File: src/rtl/tap_gesture_counter_mc.sv
// Multi-channel debounced tap/gesture counter: per-channel synchroniser, debouncer and
// gesture FSM feeding one-entry result slots drained by a round-robin valid/ready port.
module tap_gesture_counter_mc #(
  parameter int unsigned NUM_CH          = 4,
  parameter int unsigned TIMEOUT_CYCLES  = 50_000_000,
  parameter int unsigned DEBOUNCE_CYCLES = 1_000_000,
  parameter int unsigned LONG_CYCLES     = 75_000_000,
  parameter int unsigned COUNT_WIDTH     = 8,
  localparam int unsigned CH_W = (NUM_CH > 1) ? $clog2(NUM_CH) : 1
) (
  input  logic                   clk,
  input  logic                   rst,
  input  logic [NUM_CH-1:0]      button_raw,
  output logic                   res_valid,
  input  logic                   res_ready,
  output logic [CH_W-1:0]        res_ch,
  output logic [COUNT_WIDTH-1:0] res_count,
  output logic                   res_long,
  output logic [NUM_CH-1:0]      overflow
);

  localparam int unsigned DB_W   = $clog2(DEBOUNCE_CYCLES + 1);
  localparam int unsigned HOLD_W = $clog2(LONG_CYCLES + 1);
  localparam int unsigned GAP_W  = $clog2(TIMEOUT_CYCLES + 1);
  localparam logic [COUNT_WIDTH-1:0] CNT_MAX = '1;

  localparam logic [1:0] S_IDLE     = 2'd0;
  localparam logic [1:0] S_HELD     = 2'd1;
  localparam logic [1:0] S_GAP      = 2'd2;
  localparam logic [1:0] S_LONGWAIT = 2'd3;

  logic [NUM_CH-1:0]      sync1_q, sync2_q;
  logic [NUM_CH-1:0]      db_q, db_d;
  logic [DB_W-1:0]        db_cnt_q [NUM_CH];
  logic [DB_W-1:0]        db_cnt_d [NUM_CH];
  logic [1:0]             state_q [NUM_CH];
  logic [1:0]             state_d [NUM_CH];
  logic [COUNT_WIDTH-1:0] cnt_q [NUM_CH];
  logic [COUNT_WIDTH-1:0] cnt_d [NUM_CH];
  logic [HOLD_W-1:0]      hold_q [NUM_CH];
  logic [HOLD_W-1:0]      hold_d [NUM_CH];
  logic [GAP_W-1:0]       gap_q [NUM_CH];
  logic [GAP_W-1:0]       gap_d [NUM_CH];
  logic [NUM_CH-1:0]      emit_c, emit_long_c;

  logic [NUM_CH-1:0]      slot_full_q, slot_full_d;
  logic [NUM_CH-1:0]      slot_long_q, slot_long_d;
  logic [COUNT_WIDTH-1:0] slot_cnt_q [NUM_CH];
  logic [COUNT_WIDTH-1:0] slot_cnt_d [NUM_CH];
  logic [NUM_CH-1:0]      overflow_q, overflow_d;

  logic                   grant_vld_c;
  logic [CH_W-1:0]        grant_idx_c;
  logic                   res_valid_q, res_valid_d;
  logic                   res_long_q, res_long_d;
  logic [CH_W-1:0]        res_ch_q, res_ch_d;
  logic [COUNT_WIDTH-1:0] res_count_q, res_count_d;
  logic [CH_W-1:0]        rr_q, rr_d;

  // Debounce and gesture FSM; the FSM follows the debounced level, so level tests act as edges.
  always_comb begin
    db_d        = db_q;
    emit_c      = '0;
    emit_long_c = '0;
    for (int i = 0; i < NUM_CH; i++) begin
      db_cnt_d[i] = '0;
      state_d[i]  = state_q[i];
      cnt_d[i]    = cnt_q[i];
      hold_d[i]   = hold_q[i];
      gap_d[i]    = gap_q[i];
      if (sync2_q[i] != db_q[i]) begin
        if (db_cnt_q[i] == DB_W'(DEBOUNCE_CYCLES - 1)) db_d[i] = sync2_q[i];
        else db_cnt_d[i] = db_cnt_q[i] + 1'b1;
      end
      case (state_q[i])
        S_IDLE: begin
          if (db_q[i]) begin
            state_d[i] = S_HELD;
            cnt_d[i]   = COUNT_WIDTH'(1);
            hold_d[i]  = '0;
          end
        end
        S_HELD: begin
          if (!db_q[i]) begin
            state_d[i] = S_GAP;
            gap_d[i]   = '0;
          end else if (hold_q[i] == HOLD_W'(LONG_CYCLES - 1)) begin
            emit_c[i]      = 1'b1;
            emit_long_c[i] = 1'b1;
            state_d[i]     = S_LONGWAIT;
          end else begin
            hold_d[i] = hold_q[i] + 1'b1;
          end
        end
        S_GAP: begin
          if (db_q[i]) begin
            state_d[i] = S_HELD;
            cnt_d[i]   = (cnt_q[i] == CNT_MAX) ? cnt_q[i] : cnt_q[i] + 1'b1;
            hold_d[i]  = '0;
          end else if (gap_q[i] == GAP_W'(TIMEOUT_CYCLES - 1)) begin
            emit_c[i]  = 1'b1;
            state_d[i] = S_IDLE;
          end else begin
            gap_d[i] = gap_q[i] + 1'b1;
          end
        end
        default: begin
          if (!db_q[i]) state_d[i] = S_IDLE;
        end
      endcase
    end
  end

  // Cyclic search for the first full slot at or after the round-robin pointer.
  always_comb begin
    int idx;
    idx         = 0;
    grant_vld_c = 1'b0;
    grant_idx_c = '0;
    if (!res_valid_q || res_ready) begin
      for (int k = 0; k < NUM_CH; k++) begin
        idx = int'(rr_q) + k;
        if (idx >= int'(NUM_CH)) idx = idx - int'(NUM_CH);
        if (!grant_vld_c && slot_full_q[CH_W'(idx)]) begin
          grant_vld_c = 1'b1;
          grant_idx_c = CH_W'(idx);
        end
      end
    end
  end

  // Pending slots and output register; a same-cycle free and write lets the write win.
  always_comb begin
    slot_full_d = slot_full_q;
    slot_long_d = slot_long_q;
    overflow_d  = overflow_q;
    res_valid_d = res_valid_q;
    res_ch_d    = res_ch_q;
    res_count_d = res_count_q;
    res_long_d  = res_long_q;
    rr_d        = rr_q;
    for (int i = 0; i < NUM_CH; i++) begin
      slot_cnt_d[i] = slot_cnt_q[i];
      if (grant_vld_c && grant_idx_c == CH_W'(i)) slot_full_d[i] = 1'b0;
      if (emit_c[i]) begin
        if (slot_full_q[i] && !(grant_vld_c && grant_idx_c == CH_W'(i))) begin
          overflow_d[i] = 1'b1;
        end else begin
          slot_full_d[i] = 1'b1;
          slot_cnt_d[i]  = cnt_q[i];
          slot_long_d[i] = emit_long_c[i];
        end
      end
    end
    if (!res_valid_q || res_ready) begin
      res_valid_d = grant_vld_c;
      if (grant_vld_c) begin
        res_ch_d    = grant_idx_c;
        res_count_d = slot_cnt_q[grant_idx_c];
        res_long_d  = slot_long_q[grant_idx_c];
        rr_d        = (grant_idx_c == CH_W'(NUM_CH - 1)) ? '0 : grant_idx_c + 1'b1;
      end
    end
  end

  always_ff @(posedge clk or posedge rst) begin
    if (rst) begin
      sync1_q     <= '0;
      sync2_q     <= '0;
      db_q        <= '0;
      slot_full_q <= '0;
      slot_long_q <= '0;
      overflow_q  <= '0;
      res_valid_q <= 1'b0;
      res_ch_q    <= '0;
      res_count_q <= '0;
      res_long_q  <= 1'b0;
      rr_q        <= '0;
      for (int i = 0; i < NUM_CH; i++) begin
        db_cnt_q[i]   <= '0;
        state_q[i]    <= S_IDLE;
        cnt_q[i]      <= '0;
        hold_q[i]     <= '0;
        gap_q[i]      <= '0;
        slot_cnt_q[i] <= '0;
      end
    end else begin
      sync1_q     <= button_raw;
      sync2_q     <= sync1_q;
      db_q        <= db_d;
      slot_full_q <= slot_full_d;
      slot_long_q <= slot_long_d;
      overflow_q  <= overflow_d;
      res_valid_q <= res_valid_d;
      res_ch_q    <= res_ch_d;
      res_count_q <= res_count_d;
      res_long_q  <= res_long_d;
      rr_q        <= rr_d;
      for (int i = 0; i < NUM_CH; i++) begin
        db_cnt_q[i]   <= db_cnt_d[i];
        state_q[i]    <= state_d[i];
        cnt_q[i]      <= cnt_d[i];
        hold_q[i]     <= hold_d[i];
        gap_q[i]      <= gap_d[i];
        slot_cnt_q[i] <= slot_cnt_d[i];
      end
    end
  end

  assign res_valid = res_valid_q;
  assign res_ch    = res_ch_q;
  assign res_count = res_count_q;
  assign res_long  = res_long_q;
  assign overflow  = overflow_q;

endmodule

File: config.mk
export PLATFORM = sky130hd
export DESIGN_NAME = tap_gesture_counter_mc
export DESIGN_NICKNAME = d
export VERILOG_FILES = /design/src/rtl/tap_gesture_counter_mc.sv
export SDC_FILE = /design/constraint.sdc
export NUM_CORES = 1
export LEC_CHECK = 0
export CAP_MARGIN = 20
export CORE_MARGIN = 2
export CORE_UTILIZATION = 50
export DETAILED_ROUTE_END_ITERATION = 12
export DONT_BUFFER_PORTS = 1
export HOLD_SLACK_MARGIN = 0.05
export PLACE_DENSITY = 0.69
export SLEW_MARGIN = 20
export SYNTH_ARGS = -nofsm -noshare
export SYNTH_HDL_FRONTEND = slang
export SYNTH_SLANG_ARGS = --single-unit
export TNS_END_PERCENT = 10
File: constraint.sdc
create_clock -name clk -period 18.9 [get_ports clk]
set_input_delay 3.78 -clock clk [delete_from_list [all_inputs] [get_ports clk]]
set_output_delay 3.78 -clock clk [all_outputs]
set_load 0.05 [all_outputs]
==> summary.txt, run 1 <==
Run status
  – Status: finished, final reports clean

Synth
  – Seq/Total Area, Yosys: 48.7%
  – Yosys reg bits: 402
  – Syn Nets: 2221
  – Area leader, netlist: dfrtp_1
  – Post-Syn Area: 20700 um2
  – Predominant post-synthesis flop cell: dfrtp_1
  – Number of distinct library cells after synthesis: 73
  – Share of the synthesized area in the top cell type: 48.7%
  – Gate Count Post-Synth: 2179
  – Syn. warnings: 0
  – Synth async-reset ratio: 100%
  – Avg Inst Size Synth: 9.48 um2
  – EDFF count, synth: 0
  – Top cells by area, synth: dfrtp_1 (49%), xor2_1 (5.7%), nor2_1 (5.4%)

Critical path
  – Crit path max fanout: 24
  – Crit-path slowest cell: mux2_2
  – CP arrival: 6.09 ns
  – Critical-path cell list: nand2b_1 > o41ai_4 > a221o_1 > buf_4 > o21ai_0 > nand3_1 > mux2_2
  – Worst r2r dst: slot_cnt_q[29]$_DFFE_PP0P_
  – Top Family by Delay on Critical Path: compound AO/OA/AOI/OAI gates
  – Crit path from: res_ready
  – Worst reg2reg path startpoint: state_q[6]$_DFFE_PP0P_
  – R2R Setup Slk: 15.66 ns
  – Worst Setup End Kind: register
  – CP Class: in -> reg
  – Critical Path Start Type: input pin
  – Worst Reg-to-Reg Cells: 6
  – CP max stage delay: 0.41 ns
  – CP Data Required Time: 19.35 ns
  – Buf/Inv on CP: 1

Pwr
  – Worst VDD drop: 0.0000606 V
  – Overall Power: 0.00185 W
  – Leakage: 10.0 nW
  – Power Density: 81.7 nW/um2

CTS
  – Sink Count: 402
  – Htree depth: 2
  – Clk buf depth: 3
  – Clk slew on worst S/H paths: 0.06 ns
  – Setup bufs post-CTS: 0
  – CTS tree: done
  – Post-CTS Hold Buffers: 0
  – Clk_lat worst skew: 0.58 ns
  – Num CTS Buffers: 45
  – Post-CTS Resized: 0
  – Clk root buf: clkbuf_16

Detailed routing
  – Drt drc: 0
  – Routed len/inst: 15.8 um
  – DRT antenna net count: 0
  – First-pass iteration count of the detailed router: 5
  – First DRT Iteration DRCs: 1378
  – Vias per cell: 5.80
  – Final WL: 43100 um
  – Detailed-route via count: 15797

STA
  – Final Skew: 0.0242 ns
  – Peak Freq: 178 MHz
  – Fin crit share: 29.8%
  – Tmin final: 5.63 ns
  – RSZ-0062 raised after global routing: false
  – TNS Setup: 0 ns
  – Max_slew headroom: 24.2%
  – Hold Fails Final Rpt: 0
  – Worst-margin pin slew: 1.13 ns
  – Max-slew violations: 0
  – Endpoints failing setup: 0

Floorplanning
  – DIE AREA: 43000 um2
  – Initial core utilization: 50.6%
  – Row count: 74
  – IO Count: 23
  – Die Ht: 207 um
  – Die width: 207 um
  – Core ar.: 40800 um2

Placed design
  – Number of port buffers: 0
  – Routability congestion estimate: 0.848
  – Post-detail-place hpwl: 28700 um

GRT
  – Total gr overflow: 0
  – First-pass GRT wire length: 75000 um
  – Total GRT Usage: 20.3%
  – Number of global-route vias before repair: 15505
  – Largest net degree at the start of global routing: 191
  – Initial antenna violation count: 0

Layout
  – Fillers: 3462
  – Final net count: 2199
  – Share of post-route cells with drive strength above 1: 7.67%
  – P&R area growth vs syn: 9.84%
  – Diode count: 0

Worst hold path
  – WHS Endpoint: sync2_q[3]$_DFF_PP0_
  – HP Start: sync1_q[3]$_DFF_PP0_
  – Worst min path class: reg -> reg
  – Cell depth of the worst hold path: 0

Job
  – MaxCap Viol Count: 0
-- synthesized netlist by cell type, drive strengths merged, types with 5 or more instances --
library cell,number
ha,35
o31ai,42
a31oi,24
nand2b,19
inv,46
a21o,7
o21ai,128
or4,12
clkbuf,64
o221ai,15
mux2i,29
or3,26
mux2,48
or2,16
a21oi,43
buf,15
a22o,5
and3,58
and2,16
nand2,222
nand4,61
nor2b,10
nor3,35
and4,25
o22ai,6
nor2,298
nor4,32
o21bai,8
nor4b,15
o41ai,15
xnor2,57
dfrtp,402
nand3,167
xor2,134
-- worst max-delay path by stage --
stage,to,slack (ns),cells after the start
after floorplan,cnt_q[0]$_DFFE_PP0P_,3.94,1
after global routing,slot_cnt_q[0]$_DFFE_PP0P_,13.07,7
after detailed placement,slot_cnt_q[5]$_DFFE_PP0P_,12.70,7
final,slot_cnt_q[0]$_DFFE_PP0P_,13.27,7
after CTS,slot_cnt_q[0]$_DFFE_PP0P_,13.26,7
after global placement,slot_cnt_q[6]$_DFFE_PP0P_,12.77,7
-- through the flow --
step	setup WS, ns	instance area [um2]	hold slack [ns]	std cells	util [%]
after global placement	12.77	21100	0.333	2641	51.7
after floorplan	3.94	20700	0.331	2179	-
after CTS	13.26	22600	0.348	2722	55.5
after global routing	13.07	22700	0.358	2723	55.6
final	13.27	22700	0.346	2723	55.6
after detailed placement	12.70	21100	0.335	2641	51.7
-- final cells by class --
class	instances	area, um2	area share (%)
Multi-Input combinational cell	1652	10200	44.8
Clock inverter	19	210	0.926
Sequential cell	402	10100	44.3
Timing Repair Buffer	10	108	0.474
Clock buffer	62	1310	5.78
Inverter	46	180	0.794
Tap cell	532	666	2.93
-- logic make-up (layout without fill, tap and decap cells) --
| logic type | count (synthesis) | in the layout | synth area share, % |
|---|---|---|---|
| muxes | 77 | 77 | 4.19 |
| adders and majority gates | 35 | 35 | 2.12 |
| and+or+nand+nor | 1030 | 1030 | 24.7 |
| DFF | 402 | 402 | 48.7 |
| buffers and inverters | 125 | 137 | 2.34 |
| AOI/OAI and AO/OA | 319 | 319 | 9.87 |
| xor gates and xnor gates | 191 | 191 | 8.10 |
-- placed cells by master, fill, tap and decap left out, types with 12 or more instances in the layout --
| cell type | Yosys | routed |
|---|---|---|
| dfrtp_1 | 402 | 402 |
| nor2_1 | 298 | 298 |
| nand2_1 | 222 | 222 |
| nand3_1 | 167 | 167 |
| xor2_1 | 134 | 134 |
| o21ai_0 | 127 | 127 |
| nand4_1 | 61 | 61 |
| and3_1 | 58 | 58 |
| xnor2_1 | 57 | 57 |
| clkbuf_16 | 0 | 47 |
| inv_1 | 46 | 45 |
| o31ai_1 | 42 | 42 |
| a21oi_1 | 41 | 41 |
| mux2_2 | 39 | 39 |
| nor3_1 | 35 | 35 |
| ha_1 | 35 | 35 |
| mux2i_1 | 29 | 29 |
| nor4_1 | 29 | 28 |
| or3_1 | 26 | 26 |
| and4_1 | 25 | 25 |
| a31oi_1 | 24 | 24 |
| nand2b_1 | 19 | 19 |
| or2_2 | 16 | 16 |
| and2_1 | 15 | 15 |
| o221ai_1 | 15 | 15 |
| nor4b_1 | 14 | 14 |
| o41ai_1 | 13 | 12 |
-- power by group --
part           switching, W  internal, W
registers         0.0000267     0.000870
clock network      0.000355     0.000540
logic             0.0000447    0.0000180
total              0.000427      0.00143
-- per-layer routing --
layer / GRT usage (%) / wire length [um] / share of wire (%) / up-vias
met5: 0 / 0 / 0 / -
met4: 5.54 / 833 / 1.9 / 0
met3: 4.04 / 1900 / 4.4 / 73
met2: 32.4 / 19900 / 46 / 297
met1: 28.4 / 20400 / 47 / 7737
li1: - / - / - / 7690
-- sequential cells by signal, indices dropped and copies added, names as in the netlist --
| register | count |
|---|---|
| gap_q | 104 |
| slot_full_q | 4 |
| db_cnt_q | 80 |
| res_valid | 1 |
| rr_q | 2 |
| state_q | 8 |
| res_long | 1 |
| hold_q | 108 |
| res_count | 8 |
| slot_cnt_q | 32 |
| res_ch | 2 |
| overflow | 4 |
| slot_long_q | 4 |
| sync2_q | 4 |
| cnt_q | 32 |
| sync1_q | 4 |
| db_q | 4 |
Power figures use the tool's default switching activity.
==> run 2: changes to the inputs <==
--- a/config.mk
+++ b/config.mk
@@ -11,7 +11,7 @@
 export DETAILED_ROUTE_END_ITERATION = 12
 export DONT_BUFFER_PORTS = 1
 export HOLD_SLACK_MARGIN = 0.05
-export PLACE_DENSITY = 0.69
+export PLACE_DENSITY = 0.72
 export SLEW_MARGIN = 20
 export SYNTH_ARGS = -nofsm -noshare
 export SYNTH_HDL_FRONTEND = slang
==> constraint.sdc (replaced) <==
create_clock -name clk -period 4.5 [get_ports clk]
set_input_delay 0.9 -clock clk [delete_from_list [all_inputs] [get_ports clk]]
set_output_delay 0.9 -clock clk [all_outputs]
set_load 0.05 [all_outputs]
==> run 2 against run 1 <==
  * Routed wire length fell by 0.97%
  * Design area fell by 0.18%
  * Worst hold slack better by 0.0027 ns
  * Via count is essentially flat
  * Critical path depth is 1 lower
  * Cell count up 0.11%
  * Clock power grew to 4.1 times the previous value
  * Sequential share of layout area rose by 0.078 points
  * Clock-buffer cell count grew 4
  * Global-route usage down 0.30 points
  * Clock skew fell by 0.0094 ns
  * Sequential power grew to 4.2 times the previous value
  * Critical path type is now reg -> reg
==> summary.txt, run 2 (synthesized netlist as in run 1, its figures left out) <==
Run status
  – Status: finished, final reports clean

Critical path
  – Worst Reg-to-Reg Cells: 6 (unchanged)
  – CP Data Required Time: 4.94 ns (-14.41 ns)
  – Worst r2r dst: slot_cnt_q[29]$_DFFE_PP0P_
  – Critical-path cell list: inv_1 > ha_1 > inv_1 > or4_4 > o41ai_4 > mux2_4
  – CP max stage delay: 0.70 ns (+0.29 ns)
  – Crit path to: slot_cnt_q[29]$_DFFE_PP0P_
  – Critical Path Start Type: register
  – Crit path from: state_q[6]$_DFFE_PP0P_
  – R2R Setup Slk: 1.37 ns (-14.29 ns)
  – CP Class: reg -> reg
  – Worst reg2reg path startpoint: state_q[6]$_DFFE_PP0P_
  – Worst Setup End Kind: register
  – CP arrival: 3.57 ns (-2.52 ns)
  – Cell mode on critical path: inv_1
  – Crit path max fanout: 16 (-33%)
  – Crit-path slowest cell: o41ai_4

Layout
  – Reg with most FFs: hold_q
  – Share of post-route cells with drive strength above 1: 7.70% (+0.035 points)
  – Commonest cells after routing, fill and taps aside: dfrtp_1 (402), nor2_1 (298), nand2_1 (222)
  – P&R area growth vs syn: 9.65%
  – Final std cells w/o fill: 2726 (+0.11%)
  – Regs by FF count: hold_q: 108 flops, gap_q: 104 flops, db_cnt_q: 80 flops
  – Fillers: 3460 (-0.058%)
  – Commonest non-fill, non-tap cell in the layout: dfrtp_1
  – Diode count: 0 (unchanged)
  – Area of the multi-input gates: 10100 um2 (-0.11%)
  – Reg area: 10100 um2 (unchanged)
  – Max reg flops: 108 (unchanged)
  – Final net count: 2201 (+0.091%)

Detailed routing
  – Final WL: 42700 um (-0.97%)
  – Vias per cell: 5.80 (-0.10%)
  – Routed len/inst: 15.6 um (-1.1%)
  – First-pass iteration count of the detailed router: 5 (unchanged)
  – Detailed-route via count: 15798 (+0.0063%)
  – DRT antenna net count: 0 (unchanged)
  – First DRT Iteration DRCs: 1291 (-6.3%)
  – Drt drc: 0 (unchanged)

CTS
  – Post-CTS Resized: 0 (unchanged)
  – Clk root buf: clkbuf_16
  – Clk_lat worst skew: 0.56 ns (-0.02 ns)
  – Num CTS Buffers: 44 (-2.2%)
  – Post-CTS Hold Buffers: 0 (unchanged)
  – Clk slew on worst S/H paths: 0.06 ns (about the same)
  – Clk buf depth: 3 (unchanged)
  – CTS tree: done
  – Htree depth: 2 (unchanged)
  – Sink Count: 402 (unchanged)
  – Setup bufs post-CTS: 0 (unchanged)

GRT
  – First-pass GRT wire length: 74000 um (-1.3%)
  – Total GRT Usage: 20.0% (-0.30 points)
  – Total gr overflow: 0 (unchanged)
  – Largest net degree at the start of global routing: 115 (-40%)
  – Initial antenna violation count: 0 (unchanged)
  – Number of global-route vias before repair: 15435 (-0.45%)

Worst hold path
  – Worst min path class: reg -> reg

STA
  – RSZ-0062 raised after global routing: false
  – Max_slew headroom: 28.5% (+4.3 points)
  – Hold Fails Final Rpt: 0 (unchanged)
  – Final Skew: 0.0148 ns (-0.00937 ns)
  – Fin Hold WS: 0.349 ns (+0.00274 ns)
  – Peak Freq: 319 MHz
  – Tmin final: 3.13 ns
  – PnR worst setup slack: 1.37 ns (-11.90 ns)
  – Endpoints failing setup: 0 (unchanged)
  – Max-slew violations: 0 (unchanged)
  – Fin crit share: 69.6%
  – Worst-margin pin slew: 1.07 ns (-0.0644 ns)
  – TNS Setup: 0 ns (unchanged)

Placed design
  – Place WS: 1.17 ns (-11.53 ns)
  – Number of port buffers: 0 (unchanged)
  – DP Cell Count: 2645 (+0.15%)
  – Routability congestion estimate: 0.869 (+2.5%)
  – Post-detail-place hpwl: 28600 um (-0.56%)

Floorplanning
  – Initial core utilization: 50.6% (unchanged)
  – Row count: 74 (unchanged)
  – Die Ht: 207 um (unchanged)
  – IO Count: 23 (unchanged)
  – DIE AREA: 43000 um2 (unchanged)
  – Die width: 207 um (unchanged)
  – Core ar.: 40800 um2 (unchanged)

Job
  – MaxCap Viol Count: 0 (unchanged)

Pwr
  – Worst VDD drop: 0.000257 V (+320%)
  – Leakage: 10.0 nW (about the same)
  – Power Density: 339 nW/um2 (+310%)
-- run 2: cell count changes in the layout (fill, tap and decap cells not counted) --
| cell | change |
|---|---|
| bufinv_16 | -1 |
| o41ai_4 | -1 |
| clkinv_4 | -1 |
| o41ai_2 | +1 |
| inv_8 | -1 |
| buf_16 | -1 |
| buf_12 | +1 |
| inv_6 | +1 |
| clkinvlp_4 | -2 |
| clkbuf_16 | -2 |
| clkbuf_1 | +2 |
| clkbuf_8 | +4 |
| buf_4 | +3 |
-- run 2: report_power, final --
part / total [W] / switching (W) / internal (W) / leakage (nW)
Clock: 0.00365 / 0.00144 / 0.00221 / 0.742
Combinational: 0.000259 / 0.000182 / 0.0000765 / 3.70
Sequential: 0.00377 / 0.000115 / 0.00366 / 5.57
-- run 2: cell type report --
| type | count | share of cell area [%] |
|---|---|---|
| repair buffers | 13 | 0.541 |
| inverters | 46 | 0.779 |
| flip-flops and latches | 402 | 44.4 |
| multi-input cells | 1652 | 44.8 |
| clock buffers | 66 | 5.85 |
| clock inverters | 15 | 0.696 |
| well taps | 532 | 2.94 |
-- run 2: per-stage QoR --
stage	instance area (um2)	utilization, %	power, W
after floorplan	20700	-	0.00401
after global placement	21200	51.8	0.00409
after detailed placement	21200	51.8	0.00410
after CTS	22600	55.4	0.00778
after global routing	22700	55.5	0.00796
final	22700	55.5	0.00768
-- run 2: metal layers --
layer | share of wire, % | vias up | wire (um) | global-route usage (%)
met5 | 0 | - | 0 | 0
met4 | 2.3 | 0 | 995 | 6.77
met3 | 4.7 | 60 | 2010 | 3.95
met2 | 47 | 294 | 20200 | 32.5
met1 | 46 | 7757 | 19500 | 27.0
li1 | - | 7687 | - | -
-- run 2: worst min path at each step --
stage,start,endpoint,slack [ns],cells past startpoint
2_1_floorplan,sync1_q[0]$_DFF_PP0_,sync2_q[0]$_DFF_PP0_,0.33,0
3_3_place_gp,sync1_q[3]$_DFF_PP0_,sync2_q[3]$_DFF_PP0_,0.34,0
3_5_place_dp,sync1_q[1]$_DFF_PP0_,sync2_q[1]$_DFF_PP0_,0.34,0
4_1_cts,button_raw[1],sync1_q[1]$_DFF_PP0_,0.34,0
5_1_grt,button_raw[2],sync1_q[2]$_DFF_PP0_,0.34,0
6_report,sync1_q[2]$_DFF_PP0_,sync2_q[2]$_DFF_PP0_,0.35,0
-- run 2: worst max-delay path, delay by kind of cell, from the launching register on --
kind / cells / cell delay (ns)
compound gates: 1 / 0.70
simple gates: 1 / 0.65
buf+inv: 2 / 0.48
flops: 1 / 0.46
fa+ha+maj: 1 / 0.37
mux: 1 / 0.35
==> run 3: changes to the inputs <==
==> constraint.sdc (replaced) <==
create_clock -name clk -period 2.5 [get_ports clk]
set_input_delay 0.5 -clock clk [delete_from_list [all_inputs] [get_ports clk]]
set_output_delay 0.5 -clock clk [all_outputs]
set_load 0.05 [all_outputs]
==> run 3 against run 2 <==
  * The run now ends with negative setup slack left
  * Via count increased by 2.8%
  * Sequential power is 79% higher
  * Setup slack worse by 1.4 ns
  * Maximum frequency is 25% higher
  * Clock power up 79%
  * Register-to-register slack worse by 1.4 ns
  * Combinational power is 120% higher
  * Core utilization increased by 2.2 points
  * Routed wire length rose by 3.8%
  * Non-clock buffer count up 111
  * Worst hold slack gained 0.0022 ns
  * Die area unchanged
  * Largest power group unchanged
==> summary.txt, run 3 (synthesized netlist as in run 1, its figures left out) <==
Run status
  – Status: complete, but fails checks
  – Violated checks: negative setup slack

STA
  – Hold Fails Final Rpt: 0 (unchanged)
  – Fin crit share: 101% (+31 points)
  – PnR worst setup slack: -0.0153 ns (-1.38 ns)
  – Final Skew: 0.0162 ns (+0.00133 ns)
  – Worst-margin pin slew: 0.693 ns (-0.376 ns)
  – Endpoints failing setup: 9 (+9)
  – Tmin final: 2.52 ns (-0.617 ns)
  – Peak Freq: 398 MHz (+25%)
  – RSZ-0062 raised after global routing: true
  – Max-slew violations: 0 (unchanged)
  – Max_slew headroom: 53.6% (+25 points)

Placed design
  – Cell area after placement: 21900 um2 (+3.8%)
  – Routability congestion estimate: 0.869 (about the same)
  – Place WS: -0.151 ns (-1.32 ns)
  – DP Cell Count: 2748 (+3.9%)
  – Number of port buffers: 0 (unchanged)
  – Post-detail-place hpwl: 30100 um (+5.2%)

Layout
  – Post-Layout Inst Area: 23500 um2 (+3.9%)
  – Fillers: 3373 (-2.5%)
  – Commonest cells after routing, fill and taps aside: dfrtp_1 (402), nor2_1 (298), nand2_1 (222)
  – Diode count: 0 (unchanged)
  – Final std cells w/o fill: 2833 (+3.9%)
  – Regs by FF count: hold_q: 108 flops, gap_q: 104 flops, db_cnt_q: 80 flops
  – Commonest non-fill, non-tap cell in the layout: dfrtp_1
  – Max reg flops: 108 (unchanged)
  – Final net count: 2314 (+5.1%)
  – Fin util: 57.7% (+2.2 points)
  – Share of post-route cells with drive strength above 1: 12.3% (+4.6 points)
  – P&R area growth vs syn: 14.0%
  – Reg with most FFs: hold_q

Pwr
  – Leakage: 10.6 nW (+5.4%)
  – Flop pwr share: 48.7% (-0.4 points)
  – Power Density: 588 nW/um2 (+74%)
  – Switching share of power: 23.2% (+0.48 points)
  – Cell Int Power: 0.0106 W (+79%)
  – Combinational share of power: 4.1% (+0.7 points)
  – Worst VDD drop: 0.000459 V (+78%)
  – Psw: 0.00321 W (+84%)
  – Clk pwr share: 47.2% (-0.3 points)

Critical path
  – CP Class: reg -> reg
  – Critical-path cell list: o41ai_2 > a221o_1 > ha_1 > a21oi_1 > buf_4 > or4_4 > o41ai_4 > buf_12 > mux2_4
  – CP arrival: 2.97 ns (-0.60 ns)
  – Crit-path slowest cell: or4_4
  – Worst Reg-to-Reg Cells: 9 (+3)
  – CP max stage delay: 0.49 ns (-0.21 ns)
  – CP Data Required Time: 2.95 ns (-1.99 ns)
  – Worst Setup End Kind: register
  – Crit path max fanout: 9 (-7)
  – Critical Path Start Type: register

Detailed routing
  – Drt drc: 0 (unchanged)
  – Routed len/inst: 15.6 um (-0.13%)
  – DRT antenna net count: 0 (unchanged)
  – First DRT Iteration DRCs: 1305 (+1.1%)
  – Vias per cell: 5.74 (-1.0%)
  – Detailed-route via count: 16248 (+2.8%)
  – First-pass iteration count of the detailed router: 5 (unchanged)
  – Final WL: 44300 um (+3.8%)

GRT
  – First-pass GRT wire length: 77100 um (+4.2%)
  – Number of global-route vias before repair: 16016 (+3.8%)
  – Initial antenna violation count: 0 (unchanged)
  – Total gr overflow: 0 (unchanged)
  – Total GRT Usage: 20.8% (+0.81 points)
  – Largest net degree at the start of global routing: 106 (-7.8%)

Floorplanning
  – DIE AREA: 43000 um2 (unchanged)
  – Die width: 207 um (unchanged)
  – Row count: 74 (unchanged)
  – Die Ht: 207 um (unchanged)
  – Core ar.: 40800 um2 (unchanged)
  – Initial core utilization: 50.6% (unchanged)
  – IO Count: 23 (unchanged)

Job
  – MaxCap Viol Count: 0 (unchanged)

CTS
  – Clk_lat worst skew: 0.56 ns (about the same)
  – Sink Count: 402 (unchanged)
  – Clk slew on worst S/H paths: 0.06 ns (about the same)
  – Clk buf depth: 3 (unchanged)
  – Htree depth: 2 (unchanged)
  – CTS tree: done
  – Clk root buf: clkbuf_16
  – Num CTS Buffers: 45 (+2.3%)

Worst hold path
  – Worst min path class: reg -> reg
  – Cell depth of the worst hold path: 0 (unchanged)
==> run 3: area by class of cell <==
type / count / area [um2] / share of cell area [%]
multi-input combinational: 1653 / 10200 / 43.3
sequential: 402 / 10100 / 42.7
clock buffer: 57 / 1230 / 5.23
timing repair buffer: 124 / 1010 / 4.27
tap: 532 / 666 / 2.83
clock inverter: 19 / 218 / 0.925
inverter: 46 / 176 / 0.749
==> run 3: metal layers <==
| metal | up-vias | routed length, um | track usage, % |
|---|---|---|---|
| li1 | 7907 | - | - |
| met1 | 7922 | 20300 | 28.5 |
| met2 | 346 | 20900 | 34.1 |
| met3 | 73 | 2260 | 4.21 |
| met4 | 0 | 885 | 5.47 |
| met5 | - | 0 | 0 |
==> run 3: path summary, 6_finish.rpt <==
path	startpoint	slack [ns]	to
min in group asynchronous	rst	0.38	hold_q[32]$_DFFE_PP0P_
max reg2reg	slot_full_q[0]$_DFF_PP0_	-0.02	slot_cnt_q[24]$_DFFE_PP0P_
max in group asynchronous	rst	1.24	gap_q[15]$_DFFE_PP0P_
min reg2reg	sync1_q[0]$_DFF_PP0_	0.35	sync2_q[0]$_DFF_PP0_
max	slot_full_q[0]$_DFF_PP0_	-0.02	slot_cnt_q[24]$_DFFE_PP0P_
min	sync1_q[0]$_DFF_PP0_	0.35	sync2_q[0]$_DFF_PP0_
==> run 3: per-stage QoR <==
stage | total power, W | hold slack [ns] | setup TNS [ns]
floorplan | 0.00723 | 0.331 | -1378.48
global placement | 0.00742 | 0.333 | -1.01
detailed placement | 0.00744 | 0.342 | -1.42
CTS | 0.0140 | 0.349 | 0
global route | 0.0144 | 0.362 | -0.892
finish | 0.0138 | 0.351 | -0.0821
==> run 3: power by group through the flow <==
stage          logic [W]  registers (W)  clock network, W
3_3_place_gp    0.000549        0.00687                 0
5_1_grt         0.000632        0.00676           0.00697
3_5_place_dp    0.000568        0.00687                 0
6_report        0.000563        0.00675           0.00653
4_1_cts         0.000576        0.00675           0.00670
2_1_floorplan   0.000359        0.00687                 0
==> run 3: what timing repair did <==
item,in CTS,in global routing
gates resized for setup,1,10
hold buffers,5,0
cloned,1,0
setup endpoints to repair,18,31
buffers inserted,1,1
endpoints found under the hold margin,15,0
pin swaps,3,1
==> run 3: critical path: cells and delay by family, from the launching register on <==
kind	cells	cell delay, ns
compound gates	4	0.72
simple gates	1	0.49
flops	1	0.41
buf+inv	2	0.34
mux	1	0.30
fa+ha+maj	1	0.15
